$ cat config.mk
export PLATFORM = sky130hd
export DESIGN_NAME = pipeline_hazard_ctrl_flat
export DESIGN_NICKNAME = d
export VERILOG_FILES = /design/src/rtl/pipeline_hazard_ctrl_if.sv /design/src/rtl/pipeline_hazard_ctrl.sv /design/src/flat_wrapper.sv
export SDC_FILE = /design/constraint.sdc
export NUM_CORES = 1
export LEC_CHECK = 0
export CAP_MARGIN = 20
export CORE_ASPECT_RATIO = 1.75
export CORE_MARGIN = 4
export CORE_UTILIZATION = 50
export CTS_CLUSTER_DIAMETER = 120
export DETAILED_ROUTE_END_ITERATION = 7
export GPL_TIMING_DRIVEN = 0
export PLACE_DENSITY = 0.9
export SLEW_MARGIN = 20
export SYNTH_ARGS = -nofsm -noshare
export SYNTH_HDL_FRONTEND = slang
export SYNTH_SLANG_ARGS = --single-unit
$ cat constraint.sdc
create_clock -name CLK -period 4.2 [get_ports CLK]
set_input_delay 0.42 -clock CLK [delete_from_list [all_inputs] [get_ports CLK]]
set_output_delay 0.42 -clock CLK [all_outputs]
set_load 0.005 [all_outputs]
$ cat src/rtl/pipeline_hazard_ctrl_if.sv
// Hazard-control bundle between the core datapath and pipeline_hazard_ctrl.
// The master side is the controller; the slave side is the datapath and caches.
interface pipeline_hazard_ctrl_if;
  logic       ihit;
  logic       dhit;
  logic       dmem_req_MEM;
  logic [1:0] dcache_active;
  logic       branch_EX;
  logic       MemtoReg_EX;
  logic [4:0] wsel_EX;
  logic [4:0] rs1_ID;
  logic [4:0] rs2_ID;
  logic       halt_WB;
  logic [1:0] ifid_ctrl;
  logic [1:0] idex_ctrl;
  logic [1:0] exmem_ctrl;
  logic [1:0] memwb_ctrl;
  logic       pc_en;

  modport master (
    input  ihit, dhit, dmem_req_MEM, dcache_active, branch_EX,
           MemtoReg_EX, wsel_EX, rs1_ID, rs2_ID, halt_WB,
    output ifid_ctrl, idex_ctrl, exmem_ctrl, memwb_ctrl, pc_en
  );

  modport slave (
    output ihit, dhit, dmem_req_MEM, dcache_active, branch_EX,
           MemtoReg_EX, wsel_EX, rs1_ID, rs2_ID, halt_WB,
    input  ifid_ctrl, idex_ctrl, exmem_ctrl, memwb_ctrl, pc_en
  );
endinterface

$ cat src/rtl/pipeline_hazard_ctrl.sv
// Per-core pipeline sequencer: drives ADVANCE/STALL/FLUSH to the four pipeline registers,
// tracks data-memory wait time and keeps saturating stall/flush performance counters.
module pipeline_hazard_ctrl #(
  parameter int CNT_W       = 32,
  parameter int MEM_TIMEOUT = 256
) (
  input  logic                  CLK,
  input  logic                  nRST,
  pipeline_hazard_ctrl_if.master hz,
  output logic                  halt,
  output logic                  mem_timeout,
  output logic [CNT_W-1:0]      stall_cnt,
  output logic [CNT_W-1:0]      flush_cnt
);

  localparam int WAIT_W = $clog2(MEM_TIMEOUT + 1);

  localparam logic [1:0] ADVANCE = 2'b00;
  localparam logic [1:0] STALL   = 2'b01;
  localparam logic [1:0] FLUSH   = 2'b10;

  typedef enum logic [1:0] {RUN, MEM_WAIT, HALTED} state_t;

  state_t            state;
  state_t            next_state;
  logic [WAIT_W-1:0] wait_cnt;
  logic [WAIT_W-1:0] wait_cnt_inc;
  logic              memstall;
  logic              loaduse;
  logic              any_flush;
  logic [1:0]        ifid_c;
  logic [1:0]        idex_c;
  logic [1:0]        exmem_c;
  logic [1:0]        memwb_c;
  logic              pc_en_c;

  function automatic logic [CNT_W-1:0] sat_inc(input logic [CNT_W-1:0] v);
    return (&v) ? v : v + CNT_W'(1);
  endfunction

  function automatic logic [WAIT_W-1:0] wait_inc(input logic [WAIT_W-1:0] v);
    return (v >= WAIT_W'(MEM_TIMEOUT)) ? v : v + WAIT_W'(1);
  endfunction

  assign memstall = (hz.dmem_req_MEM & ~hz.dhit) | (hz.dcache_active != 2'b00);
  assign loaduse  = hz.MemtoReg_EX & (hz.wsel_EX != 5'd0) &
                    ((hz.wsel_EX == hz.rs1_ID) | (hz.wsel_EX == hz.rs2_ID));

  // Priority decode: older pipeline events win over younger ones.
  always_comb begin
    ifid_c     = ADVANCE;
    idex_c     = ADVANCE;
    exmem_c    = ADVANCE;
    memwb_c    = ADVANCE;
    pc_en_c    = 1'b1;
    next_state = RUN;
    if (!nRST) begin
      ifid_c  = FLUSH;
      idex_c  = FLUSH;
      exmem_c = FLUSH;
      memwb_c = FLUSH;
      pc_en_c = 1'b0;
    end else if (state == HALTED || hz.halt_WB) begin
      ifid_c     = STALL;
      idex_c     = STALL;
      exmem_c    = STALL;
      memwb_c    = STALL;
      pc_en_c    = 1'b0;
      next_state = HALTED;
    end else if (memstall) begin
      // EX is held here, so a pending redirect simply re-asserts after memory completes.
      ifid_c     = STALL;
      idex_c     = STALL;
      exmem_c    = STALL;
      memwb_c    = FLUSH;
      pc_en_c    = 1'b0;
      next_state = MEM_WAIT;
    end else if (hz.branch_EX) begin
      ifid_c = FLUSH;
      idex_c = FLUSH;
    end else if (loaduse) begin
      ifid_c  = STALL;
      idex_c  = FLUSH;
      pc_en_c = 1'b0;
    end else if (!hz.ihit) begin
      ifid_c  = FLUSH;
      pc_en_c = 1'b0;
    end
  end

  assign hz.ifid_ctrl  = ifid_c;
  assign hz.idex_ctrl  = idex_c;
  assign hz.exmem_ctrl = exmem_c;
  assign hz.memwb_ctrl = memwb_c;
  assign hz.pc_en      = pc_en_c;

  assign any_flush    = (ifid_c == FLUSH) | (idex_c == FLUSH) |
                        (exmem_c == FLUSH) | (memwb_c == FLUSH);
  assign wait_cnt_inc = wait_inc(wait_cnt);

  always_ff @(posedge CLK) begin
    if (!nRST) begin
      state       <= RUN;
      wait_cnt    <= '0;
      halt        <= 1'b0;
      mem_timeout <= 1'b0;
      stall_cnt   <= '0;
      flush_cnt   <= '0;
    end else if (state != HALTED) begin
      state <= next_state;
      if (!pc_en_c) stall_cnt <= sat_inc(stall_cnt);
      if (any_flush) flush_cnt <= sat_inc(flush_cnt);
      if (next_state == HALTED) halt <= 1'b1;
      // Only cycles spent inside MEM_WAIT are counted; the entry cycle starts from zero.
      if (state == MEM_WAIT && next_state == MEM_WAIT) begin
        wait_cnt <= wait_cnt_inc;
        if (wait_cnt_inc == WAIT_W'(MEM_TIMEOUT)) mem_timeout <= 1'b1;
      end else if (next_state != MEM_WAIT) begin
        wait_cnt <= '0;
      end
    end
  end

endmodule

$ cat src/flat_wrapper.sv
// flat-port wrapper written by rule: the top's interface ports become plain ports
module pipeline_hazard_ctrl_flat 
#(
  parameter int CNT_W       = 32,
  parameter int MEM_TIMEOUT = 256
)
  (CLK, nRST, halt, mem_timeout, stall_cnt, flush_cnt, hz_ihit, hz_dhit, hz_dmem_req_MEM, hz_dcache_active, hz_branch_EX, hz_MemtoReg_EX, hz_wsel_EX, hz_rs1_ID, hz_rs2_ID, hz_halt_WB, hz_ifid_ctrl, hz_idex_ctrl, hz_exmem_ctrl, hz_memwb_ctrl, hz_pc_en);
  pipeline_hazard_ctrl_if hz_i ();
  input  logic CLK;
  input  logic nRST;
  output logic halt;
  output logic mem_timeout;
  output logic [CNT_W-1:0] stall_cnt;
  output logic [CNT_W-1:0] flush_cnt;
  input wire logic [$bits(hz_i.ihit)-1:0] hz_ihit;
  input wire logic [$bits(hz_i.dhit)-1:0] hz_dhit;
  input wire logic [$bits(hz_i.dmem_req_MEM)-1:0] hz_dmem_req_MEM;
  input wire logic [$bits(hz_i.dcache_active)-1:0] hz_dcache_active;
  input wire logic [$bits(hz_i.branch_EX)-1:0] hz_branch_EX;
  input wire logic [$bits(hz_i.MemtoReg_EX)-1:0] hz_MemtoReg_EX;
  input wire logic [$bits(hz_i.wsel_EX)-1:0] hz_wsel_EX;
  input wire logic [$bits(hz_i.rs1_ID)-1:0] hz_rs1_ID;
  input wire logic [$bits(hz_i.rs2_ID)-1:0] hz_rs2_ID;
  input wire logic [$bits(hz_i.halt_WB)-1:0] hz_halt_WB;
  output wire logic [$bits(hz_i.ifid_ctrl)-1:0] hz_ifid_ctrl;
  output wire logic [$bits(hz_i.idex_ctrl)-1:0] hz_idex_ctrl;
  output wire logic [$bits(hz_i.exmem_ctrl)-1:0] hz_exmem_ctrl;
  output wire logic [$bits(hz_i.memwb_ctrl)-1:0] hz_memwb_ctrl;
  output wire logic [$bits(hz_i.pc_en)-1:0] hz_pc_en;
  assign hz_i.ihit = hz_ihit;
  assign hz_i.dhit = hz_dhit;
  assign hz_i.dmem_req_MEM = hz_dmem_req_MEM;
  assign hz_i.dcache_active = hz_dcache_active;
  assign hz_i.branch_EX = hz_branch_EX;
  assign hz_i.MemtoReg_EX = hz_MemtoReg_EX;
  assign hz_i.wsel_EX = hz_wsel_EX;
  assign hz_i.rs1_ID = hz_rs1_ID;
  assign hz_i.rs2_ID = hz_rs2_ID;
  assign hz_i.halt_WB = hz_halt_WB;
  assign hz_ifid_ctrl = hz_i.ifid_ctrl;
  assign hz_idex_ctrl = hz_i.idex_ctrl;
  assign hz_exmem_ctrl = hz_i.exmem_ctrl;
  assign hz_memwb_ctrl = hz_i.memwb_ctrl;
  assign hz_pc_en = hz_i.pc_en;
  pipeline_hazard_ctrl #(.CNT_W(CNT_W), .MEM_TIMEOUT(MEM_TIMEOUT)) u_core (.CLK(CLK), .nRST(nRST), .hz(hz_i), .halt(halt), .mem_timeout(mem_timeout), .stall_cnt(stall_cnt), .flush_cnt(flush_cnt));
endmodule
=== After elaboration in Yosys (flattened, before gate mapping) ===
Index checks and enable logic that the tools add are counted.

* Flip-flop bits (word level): 77
* Output and inout port bits: 75

* $add $sub $neg: 3
* Order comparisons: 1
* Eq/ne operators: 13
* Multiplexer cells: 28
* Bitwise gates (word level): 12
* Reduce and logical (&&, ||, !) cells: 12

{| class="wikitable"
|+ Operators by type and width
! operator !! count
|-
| 32-bit by 1-bit adder with 32-bit output (second input constant) || 2
|-
| 32-bit AND reduction || 2
|-
| 2-bit 2-to-1 mux || 18
|-
| 9-bit 2-to-1 mux || 3
|-
| 2-bit == test (second input constant) || 6
|-
| 5-bit == test || 2
|-
| 9-bit by 1-bit adder with 9-bit output (second input constant) || 1
|-
| 9-bit == test (second input constant) || 1
|-
| 9-bit >= comparator (second input constant) || 1
|-
| 3-bit AND reduction || 3
|-
| 1-bit 2-to-1 mux || 7
|-
| 1-bit bitwise OR || 5
|-
| 5-bit nonzero test || 1
|-
| 2-bit by 1-bit == test with 1-bit output (second input constant) || 2
|-
| 1-bit NOT || 4
|-
| 2-bit AND reduction || 2
|-
| 2-bit nonzero test || 2
|-
| 1-bit bitwise AND || 3
|-
| 2-bit by 1-bit != test with 1-bit output (second input constant) || 1
|-
| 2-bit != test (second input constant) || 1
|-
| 1-bit logical AND || 1
|-
| 1-bit logical OR || 1
|}

=== Longest topological paths before layout ===
Gate-level depths: netlist of run 1.

* Depth in word-level cells: 13
* Mapped depth: 9
* Gate-level depth less buffers: 7

=== Worst setup path after synthesis of run 1 ===
Ideal clock, no wire load.

* Path type: register -> register
* Start: reg u_core.flush_cnt[0]
* End: reg u_core.flush_cnt[9]
* Setup time: 126 ps
* Arrival: 1930 ps
* Data required time: 4074 ps
* Path slack: 2144 ps
* Stages on the path, launching flop included: 10
* Buffers on the path: 2
* Period minus slack after synthesis: 2056 ps
* Cells stage by stage: dfxtp_1 ha_1 and2_1 nand4_2 or4_1 buf_6 nand2_8 buf_12 nor4_2 mux2i_1

* Longest elaborated chain between the ends: 3

{| class="wikitable"
|+ Ends and longest elaborated chain
! item !! line !! source
|-
| from (decl) || pipeline_hazard_ctrl.sv:13 || <nowiki>output logic [CNT_W-1:0] flush_cnt</nowiki>
|-
| from (signal assigned) || pipeline_hazard_ctrl.sv:112 || <nowiki>if (any_flush) flush_cnt <= sat_inc(flush_cnt);</nowiki>
|-
| parallel branches: the longest is 3 deep, another holds 32-bit by 1-bit adder with 32-bit output || - ||
|}

Parallel ways; which one is timed is not known.
A chain may end at the register's enable or synchronous reset.

=== Worst setup path in the final report of run 1 ===
* Start: reg u_core.state[1]
* End: out hz_ifid_ctrl[0]

* Longest elaborated chain between the ends: 4

{| class="wikitable"
|+ Ends and longest elaborated chain
! item !! line !! source
|-
| from (decl) || pipeline_hazard_ctrl.sv:24 || <nowiki>state_t state;</nowiki>
|-
| from (signal assigned) || pipeline_hazard_ctrl.sv:110 || <nowiki>state <= next_state;</nowiki>
|-
| 2-bit == test || pipeline_hazard_ctrl.sv:63 || <nowiki>end else if (state == HALTED || hz.halt_WB) begin</nowiki>
|-
| 1-bit logical OR || pipeline_hazard_ctrl.sv:63 ||
|-
| 2-bit 2-to-1 mux || pipeline_hazard_ctrl.sv:63 ||
|-
| 2-bit 2-to-1 mux || pipeline_hazard_ctrl.sv:57 || <nowiki>if (!nRST) begin</nowiki>
|-
| to (decl) || flat_wrapper.sv:25 || <nowiki>output wire logic [$bits(hz_i.ifid_ctrl)-1:0] hz_ifid_ctrl;</nowiki>
|}

Every way passes these cells.

==> results of run 1 <==
==> worst max path at each step <==
stage          slack, ns                           endpoint                              from  depth (start not counted)
2_1_floorplan       2.14   u_core.flush_cnt[9]$_SDFFE_PN0P_  u_core.flush_cnt[0]$_SDFFE_PN0P_                          9
3_3_place_gp        1.45                    hz_idex_ctrl[1]                   hz_dmem_req_MEM                          6
3_5_place_dp        1.41  u_core.stall_cnt[31]$_SDFFE_PN0P_                     hz_wsel_EX[1]                          9
4_1_cts             1.33                    hz_ifid_ctrl[0]      u_core.state[1]$_SDFFE_PN0N_                          5
5_1_grt             1.20                    hz_ifid_ctrl[0]      u_core.state[1]$_SDFFE_PN0N_                          5
6_report            1.32                    hz_ifid_ctrl[0]      u_core.state[1]$_SDFFE_PN0N_                          5
==> state kept, by name, indices dropped and copies added (netlist names) <==
signal and cells:
u_core.wait_cnt 9, u_core.halt 1, u_core.stall_cnt 32, u_core.state 2, u_core.flush_cnt 32, u_core.mem_timeout 1
==> per-stage QoR <==
stage / util / instance area (sq um) / power (mW) / worst slack [ns] / hold WS (ns)
6_report: 0.6721 / 5866 / 1.637 / 1.323 / 0.4261
5_1_grt: 0.6721 / 5866 / 1.680 / 1.204 / 0.4518
4_1_cts: 0.6721 / 5866 / 1.641 / 1.334 / 0.4241
3_5_place_dp: 0.6423 / 5605 / 0.9366 / 1.406 / 0.4553
3_3_place_gp: 0.6423 / 5605 / 0.9331 / 1.447 / 0.4481
2_1_floorplan: - / 4478 / 0.8564 / 2.144 / 0.4604
==> metal layers <==
layer,global-route usage,routed length (um),share of wire
met1,0.2730,4947,0.36
met2,0.4814,7436,0.55
met3,0.03383,692,0.051
met4,0.1520,530,0.039
met5,0,0,0
==> worst max-delay path, stage by stage, from the launching register on <==
cell,delay [ns]
dfxtp_1,0.39
nor2b_1,0.45
nor2_1,0.17
a21oi_1,0.41
a31o_2,0.18
clkdlybuf4s50_1,0.50
==> cell type report <==
| cell class | instances | share of cell area |
|---|---|---|
| Tap cell | 117 | 0.02496 |
| Clock inverter | 2 | 0.001706 |
| Sequential cell | 77 | 0.2628 |
| Timing Repair Buffer | 98 | 0.1672 |
| Clock buffer | 13 | 0.04266 |
| Inverter | 11 | 0.007039 |
| Buffer | 35 | 0.03370 |
| Multi-Input combinational cell | 419 | 0.4599 |
==> Yosys cell counts (all sizes together) (2+ instances only) <==
| cell type | count |
|---|---|
| a21oi | 68 |
| a22oi | 2 |
| and2 | 6 |
| and3 | 9 |
| and4 | 7 |
| buf | 20 |
| clkbuf | 15 |
| dfxtp | 77 |
| ha | 4 |
| inv | 11 |
| mux2i | 7 |
| nand2 | 41 |
| nand2b | 9 |
| nand3 | 27 |
| nand3b | 3 |
| nand4 | 24 |
| nor2 | 25 |
| nor2b | 3 |
| nor3 | 12 |
| nor4 | 12 |
| nor4b | 2 |
| o21a | 6 |
| o21ai | 20 |
| o22ai | 2 |
| o31a | 6 |
| o31ai | 39 |
| o41ai | 2 |
| or2 | 2 |
| or3 | 10 |
| or3b | 2 |
| or4 | 41 |
| xnor2 | 12 |
| xor2 | 2 |
==> power groups by stage <==
stage | registers (mW) | clock network, mW | logic (mW)
finish | 0.748 | 0.715 | 0.175
global route | 0.749 | 0.742 | 0.188
CTS | 0.748 | 0.719 | 0.174
detailed placement | 0.763 | 0 | 0.173
global placement | 0.763 | 0 | 0.170
floorplan | 0.762 | 0 | 0.0944
==> cell families after synthesis <==
kind of cell	after synthesis	synth area share
simple gates	239	0.3272
mux	7	0.01565
fa+ha+maj	5	0.01341
compound gates	154	0.2188
buf+inv	46	0.05336
xor+xnor	14	0.02738
flops	77	0.3442
==> impl_metrics.csv, run 1 <==
group,metric,value,unit
drt,postRouteAntennaNets,0,
finish,stdcell_count,772,
min_path,hold_end,"u_core.flush_cnt[7]$_SDFFE_PN0P_",
worst_setup_path,path_class,"flop to output port",
worst_setup_path,rr_worst_depth,9,
drt,route.final.wire_length,13610,um
timing,max_freq,347.6,MHz
clocking,cts_tree,"yes",
clocking,postCtsSetupRepairBufs,0,
finish,regArea,1541,sq um
worst_setup_path,worst_ep_required_time,3.78,ns
logic_synthesis,synth_edf_count,0,
global_routing,grt_usage,0.2611,
floorplan,core_area,8727,sq um
timing,period_needed,2.877,ns
timing,relSlewSlack,0.5200,
placed_design,hpwl,10140,um
power,peakVddDrop,0.2245,mV
clocking,clockBufferDepth,2,
worst_setup_path,rr_endpoint,"u_core.flush_cnt[26]$_SDFFE_PN0P_",
logic_synthesis,yosysTopAreaCellShare,0.3442,
drt,wl_per_cell,17.63,um
finish,antennaDiodeCount,0,
floorplan,ios,100,
logic_synthesis,ys_ff_latch,77,
timing,rsz0062_at_grt,"false",
timing,slew_viol_final,0,
worst_setup_path,worstPathArrival,2.46,ns
power,swShare,0.2490,
clocking,cts_inserted_buffers,9,
global_routing,grt_remaining_overflow,0,
drt,route.detailed.drc,0,
power,power.switching,407.7,uW
worst_setup_path,end_kind,"output port",
timing,fin_worst_skew,0.007049,ns
placed_design,place_congestion,0.9540,
logic_synthesis,synth.distinct_cells,63,
logic_synthesis,yosysSeqAreaShare,0.3442,
logic_synthesis,synth_flop_cell,"dfxtp_1",
global_routing,antenna_found_initial,0,
outcome,status,"completed",
logic_synthesis,postSynthCellCount,542,
floorplan,fp.dieH,133.2,um
drt,vias,4818,
floorplan,rows,45,
clocking,holdBufCountCts,0,
logic_synthesis,syn_nets,571,
finish,fillers,698,
power,p_leak,1.847,nW
floorplan,die_w,79.54,um
power,p_int,1.230,mW
placed_design,post-place-cells,757,
global_routing,grt_pass1_wl,22310,um
power,p_clk_frac,0.437,
timing,finalCritPeriodShare,0.6850,
min_path,min_path_type,"input pin to flop",
power,p_seq_frac,0.457,
floorplan,dieArea,10590,sq um
clocking,clk_pin_slew,0.06,ns
logic_synthesis,synthTopCellsByArea,"dfxtp_1 34%, a21oi_1 7.5%, or4_1 6.9%",
drt,viasPerCell,6.241,
worst_setup_path,reg2reg_setup_slack,1.89,ns
finish,fin_nets,680,
drt,drtIter0Drc,246,
logic_synthesis,yosysTopAreaCell,"dfxtp_1",
floorplan,start_util,0.5131,
drt,first_pass_iters,7,
min_path,hold_start,"nRST",
power,pwr_density_cell,279.1,nW/um^2
timing,final-hold-violation-count,0,
placed_design,io_buffer_count,98,
global_routing,first_global_vias,4740,
finish,final_common_cell,"clkdlybuf4s50_1",
min_path,hold_depth,3,
logic_synthesis,async_flop_share,0,
global_routing,grt_max_degree,12,
finish,drive_gt1_frac,0.08550,
clocking,clk_latency,0.35,ns
logic_synthesis,postSynthAreaPerCell,8.262,sq um
worst_setup_path,worstReg2RegStart,"u_core.flush_cnt[1]$_SDFFE_PN0P_",
worst_setup_path,worstPathMaxFanout,5,
timing,worst_pin_slew,0.7141,ns
finish,final_cell_mix,"98 x clkdlybuf4s50_1, 77 x dfxtp_1, 67 x a21oi_1, 41 x or4_1, 40 x nand2_1",
timing,setup_viol,0,
finish,syn_to_final_growth,30.99,%
finish,multi_input_area,2698,sq um
clocking,cts.sinks,77,
power,combPwrFrac,0.107,
worst_setup_path,start_kind,"flop",
logic_synthesis,syn-cell-area,4478,sq um
clocking,cts-root-buf,"clkbuf_16",
clocking,post_cts_resized,0,
timing,finalSetupTns,0,ns
clocking,htree_levels,3,
logic_synthesis,yosys_warnings,0,
job,max_cap_viol_count,0,
Power figures use the tool's default switching activity.
==> inputs of run 2 (changes only) <==
- clock period: 4.2 -> 2.7 ns (I/O delays scaled with it)
==> run 2 against run 1 <==
Compared with the run above:
- flip-flop and latch count stayed put
- non-clock buffer count stayed put
- worst hold slack worse by 0.15 ns
- via count stayed put
- critical endpoint unchanged
==> impl_metrics.csv, run 2 (synthesis gave the netlist of run 1 again) <==
group,metric,value,unit
floorplan,dieArea,10590,sq um
drt,route.final.wire_length,13620,um
placed_design,dp_slack,0.05564,ns
clocking,htree_levels,3,
clocking,postCtsSetupRepairBufs,0,
min_path,hold_start,"nRST",
global_routing,grt_remaining_overflow,0,
worst_setup_path,worst-path-buf-inv,1,
finish,stdcell_count,772,
power,pwr_density_cell,434.0,nW/um^2
timing,relSlewSlack,0.5196,
timing,finalSetupTns,0,ns
worst_setup_path,startpoint,"u_core.state[1]$_SDFFE_PN0N_",
clocking,cts.sinks,77,
timing,setup_viol,0,
clocking,clockBufferDepth,2,
timing,max_freq,388.7,MHz
drt,postRouteAntennaNets,0,
job,max_cap_viol_count,0,
worst_setup_path,worstPathMaxFanout,5,
power,p_leak,1.848,nW
worst_setup_path,path_class,"flop to output port",
clocking,clk_pin_slew,0.06,ns
worst_setup_path,critPathTopFamily,"compound AO/OA/AOI/OAI gates",
power,peakVddDrop,0.3488,mV
placed_design,post-place-cells,757,
worst_setup_path,crit_path_cell_trace,"nor2b_2 > nor2_1 > a21oi_1 > a31o_2 > clkdlybuf4s50_1",
global_routing,antenna_found_initial,0,
min_path,min_path_type,"input pin to flop",
timing,slew_viol_final,0,
timing,holdWs,0.2762,ns
worst_setup_path,worstPathArrival,2.30,ns
placed_design,io_buffer_count,98,
power,power,2.547,mW
floorplan,die_w,79.54,um
finish,fin_nets,680,
worst_setup_path,cpPeakStageDelay,0.50,ns
drt,first_pass_iters,7,
placed_design,place_congestion,0.9540,
timing,fin_worst_skew,0.007173,ns
finish,final_cell_mix,"98 x clkdlybuf4s50_1, 77 x dfxtp_1, 67 x a21oi_1, 41 x or4_1, 40 x nand2_1",
drt,drtIter0Drc,247,
worst_setup_path,end_kind,"output port",
floorplan,fp.dieH,133.2,um
worst_setup_path,cp_slowest_cell,"clkdlybuf4s50_1",
drt,viasPerCell,6.241,
floorplan,start_util,0.5131,
worst_setup_path,start_kind,"flop",
timing,final-hold-violation-count,0,
global_routing,grt_usage,0.2611,
finish,antennaDiodeCount,0,
outcome,status,"completed",
timing,fin_ws,0.1272,ns
placed_design,hpwl,10140,um
drt,wl_per_cell,17.64,um
floorplan,core_area,8727,sq um
worst_setup_path,worstReg2RegStart,"u_core.flush_cnt[1]$_SDFFE_PN0P_",
clocking,cts_tree,"yes",
global_routing,grt_max_degree,12,
finish,drive_gt1_frac,0.08702,
global_routing,grt_pass1_wl,22310,um
timing,period_needed,2.573,ns
drt,route.detailed.drc,0,
global_routing,first_global_vias,4740,
floorplan,ios,100,
timing,rsz0062_at_grt,"false",
finish,final_common_cell,"clkdlybuf4s50_1",
drt,vias,4818,
floorplan,rows,45,
clocking,cts-root-buf,"clkbuf_16",
timing,finalCritPeriodShare,0.9529,
finish,syn_to_final_growth,31.04,%
clocking,clk_latency,0.35,ns
timing,worst_pin_slew,0.7147,ns
worst_setup_path,worst_ep_required_time,2.43,ns
finish,largestRegisters,"u_core.flush_cnt (32), u_core.stall_cnt (32), u_core.wait_cnt (9)",
clocking,cts_inserted_buffers,9,
run 2: tightest hold or removal path: stages:
cell      delay, ns
buf_2          0.16
nand2b_1       0.08
mux2i_1        0.06
run 2: layout make-up:
cell class	instances	area [sq um]
multi-input cells	419	2700
plain buffers	35	197.7
clock buffers	13	250.2
fillers	697	2859
repair buffers	98	980.9
inverters	11	41.29
clock inverters	2	10.01
well taps	117	146.4
flip-flops and latches	77	1541
run 2: final timing paths:
kind	end	slack, ns	depth (start not counted)
hold reg to reg	u_core.mem_timeout$_SDFFE_PN0P_	0.47	1
hold / removal	u_core.flush_cnt[7]$_SDFFE_PN0P_	0.28	3
setup reg to reg	u_core.flush_cnt[26]$_SDFFE_PN0P_	0.39	9
setup / recovery	hz_ifid_ctrl[0]	0.13	5
run 2: where the power goes:
| part | switching, mW | internal, mW | total, mW | leakage [nW] |
|---|---|---|---|---|
| registers | 0.0160 | 1.15 | 1.16 | 0.622 |
| clock network | 0.471 | 0.640 | 1.11 | 0.129 |
| logic | 0.147 | 0.125 | 0.272 | 1.10 |
| total | 0.634 | 1.91 | 2.55 | 1.85 |
run 2: per-layer routing:
layer / GRT usage / vias up / wire, um
met4: 0.1520 / 0 / 530
met2: 0.4814 / 197 / 7444
met3: 0.03383 / 36 / 689
met1: 0.2730 / 2275 / 4955
li1: - / 2310 / -
met5: 0 / - / 0
run 2: what timing repair did:
action                                  4_1_cts  5_1_grt
hold buffers                                  0        0
resized for setup                             1        0
endpoints found under the setup margin        2        0
run 2: stage by stage:
stage,utilization,area [sq um]
finish,0.6724,5868
global route,0.6724,5868
CTS,0.6724,5868
detailed placement,0.6423,5605
global placement,0.6423,5605
floorplan,-,4478
